--- config.mk ---
export PLATFORM = sky130hd
export DESIGN_NAME = cmd_rx_ctrl
export DESIGN_NICKNAME = d
export VERILOG_FILES = /design/src/rtl/cmd_rx_pkg.sv /design/src/rtl/cmd_rx_gap_timer.sv /design/src/rtl/cmd_rx_ctrl.sv
export SDC_FILE = /design/constraint.sdc
export NUM_CORES = 1
export LEC_CHECK = 0
export CORE_MARGIN = 2
export CORE_UTILIZATION = 50
export DETAILED_ROUTE_END_ITERATION = 6
export GPL_ROUTABILITY_DRIVEN = 0
export PLACE_DENSITY_LB_ADDON = 0.3
export SLEW_MARGIN = 10
export SYNTH_ARGS = -nofsm -noshare
export SYNTH_HDL_FRONTEND = slang
export SYNTH_HIERARCHICAL = 1
export SYNTH_SLANG_ARGS = --single-unit
--- constraint.sdc ---
create_clock -name clk -period 3.1 [get_ports clk]
set_input_delay 0.775 -clock clk [delete_from_list [all_inputs] [get_ports clk]]
set_output_delay 0.775 -clock clk [all_outputs]
set_load 0.005 [all_outputs]
--- src/rtl/cmd_rx_pkg.sv ---
// Shared constants and types for the RS422 command receive controller.
//   HDR0/HDR1   : frame sync bytes
//   state_t     : one-hot receive FSM encoding
//   ERR_*       : frame rejection cause codes reported on err_code
//   len_valid   : payload length acceptance test
package cmd_rx_pkg;

    localparam int unsigned BYTE_W = 8;
    localparam int unsigned ST_W   = 6;
    localparam int unsigned ERR_W  = 2;

    localparam logic [BYTE_W-1:0] HDR0 = 8'hEB;
    localparam logic [BYTE_W-1:0] HDR1 = 8'h90;

    typedef enum logic [ST_W-1:0] {
        ST_IDLE  = 6'b000001,
        ST_HDR2  = 6'b000010,
        ST_LEN   = 6'b000100,
        ST_DATA  = 6'b001000,
        ST_CKSUM = 6'b010000,
        ST_PUSH  = 6'b100000
    } state_t;

    localparam logic [ERR_W-1:0] ERR_HDR   = 2'd0;
    localparam logic [ERR_W-1:0] ERR_LEN   = 2'd1;
    localparam logic [ERR_W-1:0] ERR_CKSUM = 2'd2;
    localparam logic [ERR_W-1:0] ERR_TMO   = 2'd3;

    // Non-zero and no larger than the payload buffer.
    function automatic logic len_valid(input logic [BYTE_W-1:0] len,
                                       input logic [BYTE_W-1:0] max_len);
        return (len != 8'd0) && (len <= max_len);
    endfunction

endpackage

--- src/rtl/cmd_rx_gap_timer.sv ---
// Inter-byte gap timer for the receive FSM.
//   clk, rst : clock, synchronous active-high reset
//   clr      : restart the count (byte strobe or FSM idle)
//   run      : count enable (FSM inside a frame, before PUSH)
//   timeout  : high once the count has been running GAP_CYC cycles since clr
module cmd_rx_gap_timer
    import cmd_rx_pkg::*;
#(
    parameter int unsigned GAP_CYC = 50000,
    parameter int unsigned WIDTH   = $clog2(GAP_CYC + 1)
) (
    input  logic clk,
    input  logic rst,
    input  logic clr,
    input  logic run,
    output logic timeout
);

    // Decoding one short of GAP_CYC lets the FSM register frame_err on the
    // GAP_CYC-th edge after the last byte.
    localparam logic [WIDTH-1:0] LAST = WIDTH'(GAP_CYC - 1);

    logic [WIDTH-1:0] cnt;

    // Saturating counter; the FSM leaves the counting states on timeout.
    always_ff @(posedge clk) begin
        if (rst) begin
            cnt <= '0;
        end else if (clr) begin
            cnt <= '0;
        end else if (run && (cnt != LAST)) begin
            cnt <= cnt + WIDTH'(1);
        end
    end

    assign timeout = run && (cnt == LAST);

endmodule

--- src/rtl/cmd_rx_ctrl.sv ---
// Receive-side command controller for the RS422 command link.
// Parses [EB 90 LEN PAYLOAD CKSUM] frames from the UART RX core, buffers the
// payload and forwards it to the command FIFO only once the checksum matches.
//   clk, rst        : clock, synchronous active-high reset
//   ENABLE          : receive enable, honoured only when idle
//   rx_done/rx_data : received byte strobe and data
//   full            : downstream FIFO full
//   wen/wdata       : FIFO write strobe and data
//   frame_ok        : pulse, cycle after the last payload byte is written
//   frame_err       : pulse on frame rejection, cause held on err_code
//   overrun         : pulse when a byte arrives while draining the buffer
//   busy            : high whenever a frame is in progress
module cmd_rx_ctrl
    import cmd_rx_pkg::*;
#(
    parameter int unsigned MAX_LEN = 32,
    parameter int unsigned GAP_CYC = 50000
) (
    input  logic              clk,
    input  logic              rst,
    input  logic              ENABLE,
    input  logic              rx_done,
    input  logic [BYTE_W-1:0] rx_data,
    input  logic              full,
    output logic              wen,
    output logic [BYTE_W-1:0] wdata,
    output logic              frame_ok,
    output logic              frame_err,
    output logic [ERR_W-1:0]  err_code,
    output logic              overrun,
    output logic              busy
);

    localparam int unsigned       IDX_W     = (MAX_LEN > 1) ? $clog2(MAX_LEN) : 1;
    localparam logic [BYTE_W-1:0] MAX_LEN_B = BYTE_W'(MAX_LEN);

    state_t            state;
    logic [IDX_W-1:0]  idx;
    logic [BYTE_W-1:0] len_last;
    logic [BYTE_W-1:0] sum;
    logic              ok_pend;
    logic [BYTE_W-1:0] pay_q [MAX_LEN];

    logic              gap_clr_c;
    logic              gap_run_c;
    logic              gap_tmo_c;
    logic              buf_we_c;
    logic              idx_last_c;
    logic              rej_c;
    logic [ERR_W-1:0]  rej_code_c;

    assign gap_clr_c  = rx_done || (state == ST_IDLE);
    assign gap_run_c  = state inside {ST_HDR2, ST_LEN, ST_DATA, ST_CKSUM};
    assign buf_we_c   = (state == ST_DATA) && rx_done;
    assign idx_last_c = (BYTE_W'(idx) == len_last);

    cmd_rx_gap_timer #(
        .GAP_CYC (GAP_CYC),
        .WIDTH   ($clog2(GAP_CYC + 1))
    ) u_gap_timer (
        .clk     (clk),
        .rst     (rst),
        .clr     (gap_clr_c),
        .run     (gap_run_c),
        .timeout (gap_tmo_c)
    );

    // Frame rejection decode; a byte arriving on the timeout cycle wins.
    always_comb begin
        rej_c      = 1'b0;
        rej_code_c = ERR_HDR;
        if (rx_done) begin
            case (state)
                ST_HDR2: begin
                    if ((rx_data != HDR1) && (rx_data != HDR0)) begin
                        rej_c      = 1'b1;
                        rej_code_c = ERR_HDR;
                    end
                end
                ST_LEN: begin
                    if (!len_valid(rx_data, MAX_LEN_B)) begin
                        rej_c      = 1'b1;
                        rej_code_c = ERR_LEN;
                    end
                end
                ST_CKSUM: begin
                    if (rx_data != sum) begin
                        rej_c      = 1'b1;
                        rej_code_c = ERR_CKSUM;
                    end
                end
                default: ;
            endcase
        end else if (gap_tmo_c) begin
            rej_c      = 1'b1;
            rej_code_c = ERR_TMO;
        end
    end

    // Payload buffer: written while collecting, read while draining.
    always_ff @(posedge clk) begin
        if (buf_we_c) begin
            pay_q[idx] <= rx_data;
        end
    end

    // Receive FSM with registered outputs.
    always_ff @(posedge clk) begin
        if (rst) begin
            state     <= ST_IDLE;
            idx       <= '0;
            len_last  <= '0;
            sum       <= '0;
            ok_pend   <= 1'b0;
            wen       <= 1'b0;
            wdata     <= '0;
            frame_ok  <= 1'b0;
            frame_err <= 1'b0;
            err_code  <= ERR_HDR;
            overrun   <= 1'b0;
            busy      <= 1'b0;
        end else begin
            wen       <= 1'b0;
            frame_err <= 1'b0;
            overrun   <= 1'b0;
            frame_ok  <= ok_pend;
            ok_pend   <= 1'b0;
            if (rej_c) begin
                state     <= ST_IDLE;
                busy      <= 1'b0;
                frame_err <= 1'b1;
                err_code  <= rej_code_c;
            end else begin
                case (state)
                    ST_IDLE: begin
                        if (rx_done && ENABLE && (rx_data == HDR0)) begin
                            state <= ST_HDR2;
                            busy  <= 1'b1;
                        end
                    end
                    // A repeated HDR0 keeps us here; bad bytes are rejected above.
                    ST_HDR2: begin
                        if (rx_done && (rx_data == HDR1)) begin
                            state <= ST_LEN;
                        end
                    end
                    ST_LEN: begin
                        if (rx_done) begin
                            len_last <= rx_data - 8'd1;
                            sum      <= '0;
                            idx      <= '0;
                            state    <= ST_DATA;
                        end
                    end
                    ST_DATA: begin
                        if (rx_done) begin
                            sum <= sum + rx_data;
                            idx <= idx + IDX_W'(1);
                            if (idx_last_c) begin
                                state <= ST_CKSUM;
                            end
                        end
                    end
                    ST_CKSUM: begin
                        if (rx_done) begin
                            idx   <= '0;
                            state <= ST_PUSH;
                        end
                    end
                    // Drain to FIFO; stalls on full, bytes arriving now are lost.
                    ST_PUSH: begin
                        overrun <= rx_done;
                        if (!full) begin
                            wen   <= 1'b1;
                            wdata <= pay_q[idx];
                            idx   <= idx + IDX_W'(1);
                            if (idx_last_c) begin
                                state   <= ST_IDLE;
                                busy    <= 1'b0;
                                ok_pend <= 1'b1;
                            end
                        end
                    end
                    default: begin
                        state <= ST_IDLE;
                        busy  <= 1'b0;
                    end
                endcase
            end
        end
    end

endmodule

# Word level (Yosys, flattened, before mapping)
# Memory sizes are Yosys's and may differ from the RTL's. A register that Yosys moved wholly into a read port is not among the register bits.
# Cells that the tools add are included.
# W data, S select, Z words.
[totals]
ramBits = 256
ff_bits = 51
elab_cells = 106
output_inout_bits = 15
latch_bits = 0
mem_bits_ro = 0
input_bits = 13
memories = 1
[mem_list]
columns = ["name", "depth", "word_bits", "read_ports", "rd_ports_with_merged_regs", "write_ports", "line_no", "source"]
rows = [
  ["pay_q", 32, 8, 1, 1, 1, "cmd_rx_ctrl.sv:42", "logic [BYTE_W-1:0] pay_q [MAX_LEN];"],
]
[op_classes]
n_lt_le_gt_ge = 1
div = 0
n_reduce_logical = 25
n_addsub = 4
n_shift = 0
bitwise = 4
multipliers = 0
eq_ne = 23
n_mux = 36
[ops]
columns = ["op", "n"]
rows = [
  ["$mux W6", 8],
  ["$pmux W6 S6", 1],
  ["$add A16 B1 Y16 const B", 1],
  ["$eq A16 B16 Y1 const B", 1],
  ["$eq A8 B8 Y1 const B", 2],
  ["$mux W8", 2],
  ["$ne A16 B16 Y1 const B", 1],
  ["$ne A8 B8 Y1 const B", 2],
  ["$pmux W8 S2", 1],
  ["$mux W5", 3],
  ["$pmux W5 S3", 1],
  ["$mux W1", 14],
  ["$ne A2 B2 Y1 const B", 6],
  ["$add A8 B8 Y8", 1],
  ["$eq A5 B8 Y1", 1],
  ["$le A8 B6 Y1 const B", 1],
  ["$logic_and A1 B1 Y1", 8],
  ["$ne A8 B8 Y1", 1],
  ["$reduce_and A4 Y1", 2],
  ["$reduce_and A8 Y1", 1],
  ["$reduce_bool A8 Y1", 1],
  ["$reduce_or A4 Y1", 2],
  ["$sub A8 B1 Y8 const B", 1],
  ["$eq A6 B1 Y1 const B", 1],
  ["19 further kinds", 30],
]

# Logic depth before layout (Yosys ltp)
[depth]
depth_word = 7
depth_mapped = 11
ltp_nobuf = 10

# By module
# Netlist, hierarchy kept.
[modules_own_cells]
columns = ["module", "seq_area_each_um2", "cells_each", "area_each_um2", "n_inst"]
rows = [
  ["cmd_rx_ctrl", 8548.2, 866, 12600.8, 1],
  ["cmd_rx_gap_timer", 320.3, 90, 808.3, 1],
]

# Worst setup path before layout
# OpenSTA, ideal clock, no wires.
[synth_path]
path_type = "input port to flip-flop"
startpoint = "in rx_data[5]"
endpoint = "reg idx[4]"
setup_time_ns = 0.088
path_slack_ns = 0.335
n_path_buf = 0
t_required_ns = 3.012
arrival_time_ns = 2.677
cell_stages = 7
cell_sequence = "ha_1 -> nor4_1 -> nand3_1 -> a22oi_1 -> o21ai_2 -> or4_4 -> o31ai_1"
[synth_between]
elab_chain_len = 7
word_cells_on_any_way = 14
classes_between = "order compare: 1; eq/ne: 3; mux: 5; bitwise: 1; reduce/logical: 4"
[synth_lines]
columns = ["item", "line_no", "source"]
rows = [
  ["start: declaration", "cmd_rx_ctrl.sv:23", "input logic [BYTE_W-1:0] rx_data,"],
  ["$le A8 B6 Y1, or another cell as far along", "cmd_rx_pkg.sv:32", "return (len != 8'd0) && (len <= max_len);"],
  ["$logic_and A1 B1 Y1 (on tied branches)", "cmd_rx_pkg.sv:32, cmd_rx_ctrl.sv:75", ""],
  ["$mux W1 (on tied branches)", "cmd_rx_ctrl.sv:81, cmd_rx_ctrl.sv:75", ""],
  ["$pmux W1 S3 *", "cmd_rx_ctrl.sv:73", "case (state)"],
  ["$mux W1 *", "cmd_rx_ctrl.sv:72", "if (rx_done) begin"],
  ["$not A1 Y1 (no source line) *", "--", ""],
  ["$reduce_and A5 Y1 (no source line) *", "--", ""],
  ["end signal: assignment", "cmd_rx_ctrl.sv:158", "idx <= idx + IDX_W'(1);"],
  ["end signal: assignment", "cmd_rx_ctrl.sv:176", "idx <= idx + IDX_W'(1);"],
  ["end: declaration", "cmd_rx_ctrl.sv:38", "logic [IDX_W-1:0] idx;"],
]
# Mark *: on every way between the ends. The rest lies on a longest branch, timed or not.
# A chain may end at the register's enable or synchronous reset.

# Final worst setup path
[layout_path]
startpoint = "reg state[1]"
endpoint = "reg state[1]"
[layout_between]
elab_chain_len = 6
word_cells_on_any_way = 22
classes_between = "eq/ne: 14; mux: 4; reduce/logical: 4"
[layout_lines]
columns = ["item", "line_no", "source"]
rows = [
  ["start: declaration", "cmd_rx_ctrl.sv:37", "state_t state;"],
  ["start signal: assignment", "cmd_rx_ctrl.sv:110", "state <= ST_IDLE;"],
  ["start signal: assignment", "cmd_rx_ctrl.sv:129", "state <= ST_IDLE;"],
  ["start signal: assignment", "cmd_rx_ctrl.sv:137", "state <= ST_HDR2;"],
  ["$eq A6 B2 Y1, or another cell as far along", "cmd_rx_ctrl.sv:53", "assign gap_run_c = state inside {ST_HDR2, ST_LEN, ST_DATA, ST_CKSUM};"],
  ["$reduce_bool A4 Y1 *", "cmd_rx_ctrl.sv:53", ""],
  ["via gap_run_c", "cmd_rx_ctrl.sv:45", "logic gap_run_c;"],
  ["$logic_and A1 B1 Y1 *", "cmd_rx_gap_timer.sv:36", "assign timeout = run && (cnt == LAST);"],
  ["via gap_tmo_c", "cmd_rx_ctrl.sv:46", "logic gap_tmo_c;"],
  ["$mux W1 *", "cmd_rx_ctrl.sv:94", "end else if (gap_tmo_c) begin"],
  ["$mux W1 *", "cmd_rx_ctrl.sv:72", ""],
  ["$reduce_or A2 Y1 (no source line) *", "--", ""],
]
# Mark *: on every way through the listed nets, which the timed path passes. The rest lies on a longest branch.

==> flow_summary.ini <==
[floorplanning]
core_region_area_um2 = 26200
dieHeight_um = 168
die_w_um = 168
pin_count = 28
die_area_um2 = 28100
start_util_pct = 51.2
placement_rows = 59

[synth]
syn_area_per_cell_um2 = 14.0
gate_count_after_technology_mapping = 956
netlist-cell-type-count = 77
synth.net_count = 985
yosys_warnings = 6
synth.yosys.seq_area_share_pct = 66.1
synth-edff-count = 256
synthesis.area_um2 = 13400
synth_ff_type = sky130_fd_sc_hd__edfxtp_1
yosys_register_bits = 315
synthArstFlopShare_pct = 0

[route]
first_pass_iters = 7
vias_per_cell = 5.90
post-route-drc-count = 0
detail_route.wl_per_cell_um = 21.3
drt_wl_total_mm = 30.2
drt_first_iter_violations = 612
drtAntennaViolNets = 0
via_count = 8374

[power_and_ir_drop]
p_sw_mw = 1.81
p_clk_share_pct = 43.4
leakage_power_total_nw = 5.08
ratio_of_total_power_to_cell_area_nw_per_um2 = 568
internal_power_mw = 7.10
power_share_of_the_combinational_group_pct = 4.7
switching_share_pct = 20.4
power.share.sequential_pct = 51.8
vdd_drop_max_mv = 0.567

[global_route]
grt_pass1_wl_mm = 47.1
grt_usage_pct = 21.7
antenna_violations_before_repair = 0
grt_remaining_overflow = 0
first_global_vias = 8182
grt_start_max_net_pins = 34

[setup_path]
worstPathCellList = or4b_4 -> a211o_2 -> inv_1 -> and2_1 -> nor2b_1 -> a31oi_4 -> buf_4 -> nand3_1 -> buf_4 -> nor2_1
worst_setup_path_endpoint = state[1]$_SDFFE_PP0P_
crit_path_max_incr_delay_ns = 0.61
setup.worst_path.start = state[1]$_SDFFE_PP0P_
timing.critical_path.fanout_max = 10
critical-path-top-delay-family = simple AND/OR/NAND/NOR gates
critical_path.endpoint_type = register
worstPathRequired_ns = 3.57
path_common_cell = sky130_fd_sc_hd__buf_4
worst_path_slowest_cell = sky130_fd_sc_hd__or4b_4
worst-setup-path-type = register to register
critPathLaunchType = register
worst-path-buf-inv = 3
critPathArrivalTime_ns = 3.26
worst-r2r-setup-slack_ns = 0.31
reg2reg_depth = 10
timing.critical_path.depth = 10
timing.rr.end = state[1]$_SDFFE_PP0P_
critical_path.reg2reg.startpoint = state[1]$_SDFFE_PP0P_

[clock_network]
tritoncts.num_buffers = 31
postCtsResizedCells = 0
cts.hold.buffers_added = 0
post_cts_setup_inserts = 0
worstSkewPairLatency_ns = 0.57
clock_tree.buffer_depth = 3
clk_transition_reported_paths_ns = 0.06
cts_htree_levels = 1
cts_sinks = 315
tritoncts = built
cts-root-buf = sky130_fd_sc_hd__clkbuf_16

[place]
placement.io_buffers = 27
dp.cells = 1362
place_hpwl_mm = 20.5

[cells_and_area]
finalNonFillerCells = 1420
drive_gt1_share_pct = 16.9
num-nets-final = 1089
layout_stage_area_growth_over_the_synthesis_result_pct = 16.9
num-fill-cells = 1981
insertedDiodeCount = 0

[timing]
slew_headroom_pct = 47.8
final-max-slew-violation-count = 0
worst_clock_skew_ns = 0.0265
post-route-period-util_pct = 90.2
setup-tns-final_ns = 0
worst_pin_slew_ns = 0.764
final-setup-viol-count = 0
finalCriticalPeriod_ns = 2.79
rsz0062_at_grt = false
report.final.hold_viol_count = 0
max_clock_freq_ghz = 0.358

[status]
outcome = finished clean

[hold_path]
hold_class = register to register

[job]
maxCapViolations = 0
-- cell usage in the layout (no fill, tap or decap), drive strengths merged, types with 9 or more instances in the layout --
cell type | synthesis | final
a211oi | 9 | 9
buf | 17 | 95
edfxtp | 256 | 256
xor2 | 14 | 14
or3 | 9 | 9
o22ai | 33 | 33
a31oi | 9 | 9
nor2 | 92 | 92
xnor2 | 12 | 12
inv | 15 | 16
nor4 | 14 | 14
dfxtp | 59 | 59
a22oi | 9 | 9
ha | 15 | 15
nor3 | 12 | 12
mux2i | 125 | 125
nand2 | 39 | 39
nand3 | 22 | 22
a21oi | 26 | 26
nand4 | 12 | 12
o21ai | 29 | 29
clkbuf | 33 | 42
clkdlybuf4s50 | 0 | 26
-- power groups by stage --
stage          clock network (mW)  registers, mW  logic, mW
3_3_place_gp                    0           4.71      0.414
5_1_grt                      4.09           4.62      0.457
6_report                     3.87           4.62      0.421
4_1_cts                      3.93           4.62      0.422
2_1_floorplan                   0           4.69      0.257
3_5_place_dp                    0           4.71      0.419
-- flip-flops by register name, indices dropped and copies added, names as in the netlist --
register	cells
idx	5
u_gap_timer/cnt	16
pay_q	256
overrun	1
ok_pend	1
sum	8
busy	1
frame_ok	1
frame_err	1
wdata	8
state	6
wen	1
len_last	8
err_code	2
-- logic make-up (layout without fill, tap and decap cells) --
logic type      count (synthesis)  after routing  synth area share, %
flops                         315            315                 66.1
mux                           133            133                 10.7
simple gates                  259            259                 10.5
buf+inv                        65            194                 2.09
fa+ha+maj                      16             16                 1.55
xor+xnor                       26             26                 1.70
compound gates                142            142                 7.32
-- per-stage QoR --
stage                     setup slack, ns  power (mW)  hold WS (ns)  util [%]  instance area (µm²)
after global routing               0.0888        9.17         0.500      59.8                15700
final                               0.305        8.91         0.479      59.8                15700
after global placement             -0.246        5.12         0.436      55.8                14600
after CTS                           0.302        8.97         0.479      59.8                15700
after floorplan                     0.335        4.95         0.414         -                13400
after detailed placement           -0.262        5.13         0.464      55.8                14600
-- routing by layer --
metal | part of all wire, % | global-route usage (%)
met1 | 44 | 29.9
met2 | 48 | 35.8
met3 | 5.1 | 3.05
met4 | 3.2 | 7.18
met5 | 0 | 0
-- worst min-delay path: cells and delay by family, from the launching register on --
| family | cells | cell delay, ns |
|---|---|---|
| compound gates | 1 | 0.05 |
| flops | 1 | 0.32 |
| simple gates | 1 | 0.06 |
-- layout make-up --
class | count | area [µm²] | share of cell area [%]
flip-flops and latches | 315 | 8870 | 56.6
clock buffers | 42 | 857 | 5.47
multi-input cells | 576 | 4260 | 27.2
well taps | 335 | 419 | 2.67
repair buffers | 121 | 1010 | 6.43
clock inverters | 16 | 206 | 1.32
inverters | 15 | 56.3 | 0.359
-- how the worst min path moves through the flow --
stage                                  start                       end  slack [ns]  cells after the start
floorplan                 ok_pend$_SDFF_PP0_       frame_ok$_SDFF_PP0_        0.41                      1
global placement          ok_pend$_SDFF_PP0_       frame_ok$_SDFF_PP0_        0.44                      1
detailed placement        ok_pend$_SDFF_PP0_       frame_ok$_SDFF_PP0_        0.46                      1
CTS                 err_code[0]$_SDFFE_PP0P_  err_code[0]$_SDFFE_PP0P_        0.48                      2
global route             sum[6]$_SDFFE_PP0P_       sum[6]$_SDFFE_PP0P_        0.50                      2
finish              err_code[0]$_SDFFE_PP0P_  err_code[0]$_SDFFE_PP0P_        0.48                      2
-- synth_stat cells, types with 3 or more instances --
cell type	n	share of area, %
sky130_fd_sc_hd__nor4_1	12	0.56
sky130_fd_sc_hd__o22ai_1	33	1.5
sky130_fd_sc_hd__xnor2_1	12	0.78
sky130_fd_sc_hd__nand2_1	39	1.1
sky130_fd_sc_hd__nand3b_1	7	0.39
sky130_fd_sc_hd__xor2_1	14	0.91
sky130_fd_sc_hd__nand4bb_1	4	0.34
sky130_fd_sc_hd__o2111ai_1	3	0.20
sky130_fd_sc_hd__dfxtp_1	59	8.8
sky130_fd_sc_hd__a22oi_1	9	0.50
sky130_fd_sc_hd__buf_1	5	0.14
sky130_fd_sc_hd__inv_1	15	0.42
sky130_fd_sc_hd__buf_4	3	0.17
sky130_fd_sc_hd__mux2i_1	125	9.3
sky130_fd_sc_hd__a21oi_1	26	0.97
sky130_fd_sc_hd__and3_1	5	0.23
sky130_fd_sc_hd__a211oi_1	8	0.45
sky130_fd_sc_hd__or2_2	4	0.19
sky130_fd_sc_hd__buf_2	7	0.26
sky130_fd_sc_hd__nor3b_1	4	0.22
sky130_fd_sc_hd__nand4b_1	4	0.26
sky130_fd_sc_hd__or4_1	3	0.17
sky130_fd_sc_hd__nand3_1	22	0.82
sky130_fd_sc_hd__nor3_1	11	0.41
sky130_fd_sc_hd__nand4_1	12	0.56
sky130_fd_sc_hd__or3_1	8	0.37
sky130_fd_sc_hd__mux4_2	8	1.3
sky130_fd_sc_hd__edfxtp_1	256	57
sky130_fd_sc_hd__or4_4	3	0.25
sky130_fd_sc_hd__nor2_1	90	2.5
sky130_fd_sc_hd__clkbuf_1	32	0.90
sky130_fd_sc_hd__o311ai_0	3	0.20
sky130_fd_sc_hd__o211ai_1	3	0.17
sky130_fd_sc_hd__ha_1	15	1.4
sky130_fd_sc_hd__o21ai_0	27	1.0
sky130_fd_sc_hd__a31oi_1	7	0.33
sky130_fd_sc_hd__nor2b_1	4	0.19
Note: power is estimated with default switching activity, not from simulation.
